$ cat src/rtl/fb_pixel_writer.sv
// rtl/fb_pixel_writer.sv - pixel write FIFO, x/y to address conversion and frame clear (optional FBW_VBLANK_ONLY_EN)
module fb_pixel_writer #(
  parameter int H_RES  = 640,
  parameter int V_RES  = 480,
  parameter int ADDR_W = 19,
  parameter int DATA_W = 4
) (
  input  logic              clk,
  input  logic              rst,
  input  logic              req_valid,
  output logic              req_ready,
  input  logic [9:0]        req_x,
  input  logic [8:0]        req_y,
  input  logic [DATA_W-1:0] req_color,
  input  logic              clr_start,
  input  logic [DATA_W-1:0] clr_color,
  input  logic              vblank,
  output logic              wr_en,
  output logic [ADDR_W-1:0] wr_addr,
  output logic [DATA_W-1:0] wr_data,
  output logic              busy,
  output logic              clr_done,
  output logic [7:0]        drop_cnt
);

  localparam logic [1:0] S_IDLE  = 2'd0;
  localparam logic [1:0] S_DRAIN = 2'd1;
  localparam logic [1:0] S_CLEAR = 2'd2;
  localparam logic [1:0] S_FIN   = 2'd3;

  localparam int FULL_W = (ADDR_W > 20) ? ADDR_W : 20;
  localparam logic [ADDR_W-1:0] LAST_ADDR = ADDR_W'(H_RES * V_RES - 1);

  logic [1:0]        state;
  logic              rst_done;
  logic              clr_pending;
  logic [DATA_W-1:0] clr_fill;
  logic [ADDR_W-1:0] clr_addr;

  logic [ADDR_W-1:0] fifo_addr [4];
  logic [DATA_W-1:0] fifo_data [4];
  logic [1:0]        wr_ptr, rd_ptr;
  logic [2:0]        count;

  logic              pend_valid;
  logic [ADDR_W-1:0] pend_addr;
  logic [DATA_W-1:0] pend_data;

  logic              en, fifo_full, fifo_empty, in_range;
  logic              req_fire, push, pop, clr_accept;
  logic [FULL_W-1:0] full_addr;

`ifdef FBW_VBLANK_ONLY_EN
  assign en = vblank;
`else
  // vblank is irrelevant here; every cycle may pop or clear
  assign en = vblank | 1'b1;
`endif

  assign full_addr  = FULL_W'(req_y) * FULL_W'(H_RES) + FULL_W'(req_x);
  assign in_range   = (int'(req_x) < H_RES) && (int'(req_y) < V_RES);
  assign fifo_full  = (count == 3'd4);
  assign fifo_empty = (count == 3'd0);
  // rst_done keeps ready low until the first edge after reset release
  assign req_ready  = rst_done && !fifo_full && (state == S_IDLE) && !clr_pending;
  assign req_fire   = req_valid && req_ready;
  assign push       = req_fire && in_range;
  assign pop        = en && !fifo_empty && ((state == S_IDLE) || (state == S_DRAIN));
  assign clr_accept = clr_start && rst_done && (state == S_IDLE) && !clr_pending;
  assign busy       = !fifo_empty || pend_valid || wr_en || (state != S_IDLE);

  // FIFO storage: addresses are computed once on entry
  always_ff @(posedge clk) begin
    if (push) begin
      fifo_addr[wr_ptr] <= full_addr[ADDR_W-1:0];
      fifo_data[wr_ptr] <= req_color;
    end
  end

  // FIFO pointers and occupancy
  always_ff @(posedge clk or posedge rst) begin
    if (rst) begin
      wr_ptr <= 2'd0;
      rd_ptr <= 2'd0;
      count  <= 3'd0;
    end else begin
      if (push) wr_ptr <= wr_ptr + 2'd1;
      if (pop)  rd_ptr <= rd_ptr + 2'd1;
      case ({push, pop})
        2'b10:   count <= count + 3'd1;
        2'b01:   count <= count - 3'd1;
        default: count <= count;
      endcase
    end
  end

  // Control FSM, pending stage, output write register and drop counter
  always_ff @(posedge clk or posedge rst) begin
    if (rst) begin
      state       <= S_IDLE;
      rst_done    <= 1'b0;
      clr_pending <= 1'b0;
      clr_fill    <= '0;
      clr_addr    <= '0;
      pend_valid  <= 1'b0;
      pend_addr   <= '0;
      pend_data   <= '0;
      wr_en       <= 1'b0;
      wr_addr     <= '0;
      wr_data     <= '0;
      clr_done    <= 1'b0;
      drop_cnt    <= 8'd0;
    end else begin
      rst_done <= 1'b1;
      wr_en    <= 1'b0;
      clr_done <= 1'b0;
      // ready stays low through the clr_done cycle
      if (clr_done) clr_pending <= 1'b0;
      if (req_fire && !in_range && (drop_cnt != 8'hFF)) drop_cnt <= drop_cnt + 8'd1;

      case (state)
        S_IDLE, S_DRAIN: begin
          if (en) begin
            if (pend_valid) begin
              wr_en   <= 1'b1;
              wr_addr <= pend_addr;
              wr_data <= pend_data;
            end
            pend_valid <= pop;
            if (pop) begin
              pend_addr <= fifo_addr[rd_ptr];
              pend_data <= fifo_data[rd_ptr];
            end
          end
          if ((state == S_IDLE) && clr_accept) begin
            state       <= S_DRAIN;
            clr_pending <= 1'b1;
            clr_fill    <= clr_color;
          end
          if ((state == S_DRAIN) && fifo_empty && !pend_valid) begin
            state    <= S_CLEAR;
            clr_addr <= '0;
          end
        end
        S_CLEAR: begin
          if (en) begin
            wr_en    <= 1'b1;
            wr_addr  <= clr_addr;
            wr_data  <= clr_fill;
            clr_addr <= clr_addr + 1'b1;
            if (clr_addr == LAST_ADDR) state <= S_FIN;
          end
        end
        S_FIN: begin
          clr_done <= 1'b1;
          state    <= S_IDLE;
        end
        default: state <= S_IDLE;
      endcase
    end
  end

endmodule

$ cat config.mk
export PLATFORM = sky130hd
export DESIGN_NAME = fb_pixel_writer
export DESIGN_NICKNAME = d
export VERILOG_FILES = /design/src/rtl/fb_pixel_writer.sv
export SDC_FILE = /design/constraint.sdc
export NUM_CORES = 1
export LEC_CHECK = 0
export BUFFER_PORTS_ARGS = -buffer_cell sky130_fd_sc_hd__buf_4
export CAP_MARGIN = 20
export CORE_MARGIN = 10
export CORE_UTILIZATION = 40
export CTS_BUF_LIST = sky130_fd_sc_hd__clkbuf_8
export DETAILED_ROUTE_END_ITERATION = 8
export GPL_ROUTABILITY_DRIVEN = 0
export GPL_TIMING_DRIVEN = 0
export PLACE_DENSITY = 0.69
export SKIP_CTS_REPAIR_TIMING = 1
export SLEW_MARGIN = 10
export SYNTH_ARGS = -nofsm -noshare
export SYNTH_HDL_FRONTEND = slang
export SYNTH_SLANG_ARGS = --single-unit
$ cat constraint.sdc
create_clock -name clk -period 2.5 [get_ports clk]
set_input_delay 0 -clock clk [delete_from_list [all_inputs] [get_ports clk]]
set_output_delay 0 -clock clk [all_outputs]
set_load 0.02 [all_outputs]
==> flow_summary.json <==
{
  "final_cell_mix": "edfxtp_1 (92), dfrtp_1 (91), buf_4 (66), nand2_1 (44), o21ai_0 (33)",
  "fin_crit_ns": 2.36,
  "grt-ovfl-total": 0,
  "antenna_found_initial": 0,
  "yosys_warnings": 0,
  "timing.final.crit_share_pct": 94.6,
  "track_usage_pct": 12.7,
  "postSynthAreaPerCell_um2": 14.2,
  "hold_class": "primary input to async pin",
  "total_power_mw": 5.45,
  "die_x_um": 163,
  "rr_worst_depth": 9,
  "crit_arrival_ns": 2.75,
  "critPathKind": "flip-flop to flip-flop",
  "synthAdderAreaFrac_pct": 4.42,
  "clock_skew_ns": 0.0111,
  "clk_latency_ns": 0.46,
  "fin_util_pct": 48.1,
  "tns_ns": 0,
  "power_density_nw_per_um2": 561,
  "grt_pass1_wl_um": 26600,
  "via_per_inst": 5.16,
  "path_clk_slew_ns": 0.09,
  "ys_ff_latch": 183,
  "drc": 0,
  "synthDistinctLibCells": 50,
  "start_util_pct": 40.4,
  "dp.cells": 916,
  "cap_viol_max_count": 0,
  "yosys.area_share.xor_xnor_pct": 2.79,
  "wirelength_um": 16600,
  "postRouteAntennaNets": 0,
  "hold_slack_ns": 0.0640,
  "muxShareOfSynthArea_pct": 14.0,
  "num_rows": 52,
  "run_status": "finished clean",
  "synth_top_family_by_area": "multiplexers",
  "synth_top_flop_cell": "edfxtp_1",
  "cp-start-kind": "flip-flop",
  "worst_ep_required_time_ns": 2.88,
  "dieHeight_um": 163,
  "max_slew_margin_pct": 53.7,
  "cts-htree-levels": 4,
  "cts_tree": "built",
  "grt_pass1_vias": 5100,
  "synth_compound_area_share_pct": 5.83,
  "yosysSeqAreaShare_pct": 61.8,
  "layout-drive-gt1-share_pct": 25.5,
  "vdd_drop_max_uv": 280,
  "setup_viol": 0,
  "slew_viol_final": 0,
  "grt_max_degree": 68,
  "synth-simple-area-share_pct": 8.84,
  "rsz0062_at_grt": "true",
  "syn_to_final_growth_pct": 19.0,
  "p_leak_nw": 3.90,
  "cts_buffers": 17,
  "dp_hpwl_um": 12300,
  "crit_fanout": 10,
  "vias": 4991,
  "finalNetCount": 744,
  "drt_iter0_drc": 288,
  "syn_nets": 635,
  "design.portCount": 67,
  "timing.fmax_ghz": 0.423,
  "async_flop_share_pct": 49.7,
  "instances_no_fill": 968,
  "clock-root-buffer": "clkbuf_8",
  "synth_edf_count": 92,
  "layout_commonest_cell": "edfxtp_1",
  "port_buffers": 65,
  "report.final.hold_viol_count": 0,
  "syn_area_um2": 8160,
  "cts_num_sinks": 183,
  "wl_per_cell_um": 17.2,
  "first_pass_iters": 4,
  "diodes": 0,
  "coreArea_um2": 20200,
  "die_area_um2": 26500,
  "clockBufferDepth": 2,
  "syn_inst": 576,
  "worst_slew_pin_slew_ns": 0.694,
  "endpoint_kind": "flip-flop",
  "fill_cells": 1782
}
## Yosys cell counts, drive strengths merged, types with 3 or more instances
| cell type | instances | area share, % |
|---|---|---|
| a21oi | 22 | 1.3 |
| and4 | 3 | 0.32 |
| nor2 | 13 | 0.69 |
| edfxtp | 92 | 34 |
| nor4b | 3 | 0.58 |
| a211oi | 13 | 1.2 |
| nor4 | 3 | 0.31 |
| xor2 | 9 | 0.97 |
| mux4 | 23 | 6.4 |
| and2 | 6 | 0.46 |
| dfrtp | 91 | 28 |
| mux2 | 28 | 3.9 |
| mux2i | 31 | 3.8 |
| xnor2 | 17 | 1.8 |
| nor3 | 3 | 0.18 |
| nand2 | 44 | 2.0 |
| and3 | 7 | 0.54 |
| nor2b | 14 | 1.1 |
| fa | 3 | 0.74 |
| a21o | 4 | 0.37 |
| ha | 24 | 3.7 |
| clkbuf | 12 | 0.55 |
| buf | 10 | 0.75 |
| o21ai | 33 | 2.0 |
| inv | 21 | 0.97 |
| nand4 | 4 | 0.31 |
| nand3 | 25 | 1.5 |
## registers in the layout (all words and copies together) (netlist names), 2 cells and up
| name | count |
|---|---|
| wr_data | 4 |
| fifo_addr | 76 |
| pend_addr | 19 |
| fifo_data | 16 |
| drop_cnt | 8 |
| rd_ptr | 2 |
| wr_addr | 19 |
| state | 2 |
| pend_data | 4 |
| clr_addr | 19 |
| wr_ptr | 2 |
| count | 3 |
| clr_fill | 4 |
## final cells by class
type | count | area (um^2) | share of cell area [%]
sequential | 183 | 5040 | 51.9
clock buffer | 17 | 234 | 2.41
timing repair buffer | 90 | 773 | 7.97
clock inverter | 15 | 144 | 1.48
tap | 270 | 338 | 3.48
inverter | 21 | 81.3 | 0.838
multi-input combinational | 350 | 2980 | 30.7
buffer | 22 | 114 | 1.17
## final timing paths
kind	start	end	slack [ns]
hold reg to reg	clr_done$_DFF_PP0_	clr_pending$_DFF_PP0_	0.47
hold / removal	rst	drop_cnt[6]$_DFFE_PP0P_	0.06
setup reg to reg	state[0]$_DFFE_PP0P_	count[1]$_DFFE_PP0P_	0.14
max in group asynchronous	rst	clr_addr[2]$_DFFE_PP0P_	1.79
setup / recovery	state[0]$_DFFE_PP0P_	count[1]$_DFFE_PP0P_	0.14
min in group clk	clr_start	clr_pending$_DFF_PP0_	0.08
## routing by layer
layer	vias up	GRT usage, %	routed length, um
met5	-	0	0
met3	28	2.55	431
li1	2347	-	-
met2	89	22.3	8740
met4	0	4.92	362
met1	2527	15.0	7120
## cell families after synthesis
family	after synthesis
muxes	82
buffers and inverters	43
other	1
adders and majority gates	27
and+or+nand+nor	133
DFF	183
AOI/OAI and AO/OA	81
xor gates and xnor gates	26
## worst max-delay path, stage by stage, from the launching register on
cell	delay [ns]
dfrtp_1	0.40
buf_6	0.16
nor4b_4	0.40
o311ai_4	0.21
nor2_4	0.23
inv_1	0.07
ha_1	0.21
inv_1	0.07
fa_1	0.41
mux2i_1	0.13
## power by group
group / switching, mW / total (mW) / leakage, nW / internal, mW
registers: 0.000259 / 3.21 / 1.96 / 3.21
logic: 0.206 / 0.354 / 1.74 / 0.148
clock network: 1.07 / 1.88 / 0.191 / 0.811
total: 1.28 / 5.45 / 3.90 / 4.17
## metrics by stage
step                      cell area, um^2  setup slack (ns)
after floorplan                      8160             0.122
after global placement               8980            -0.814
after detailed placement             9070            -0.329
after CTS                            9450            -0.358
after global routing                 9700           -0.0252
final                                9700             0.135
(Power assumes the default switching activity.)
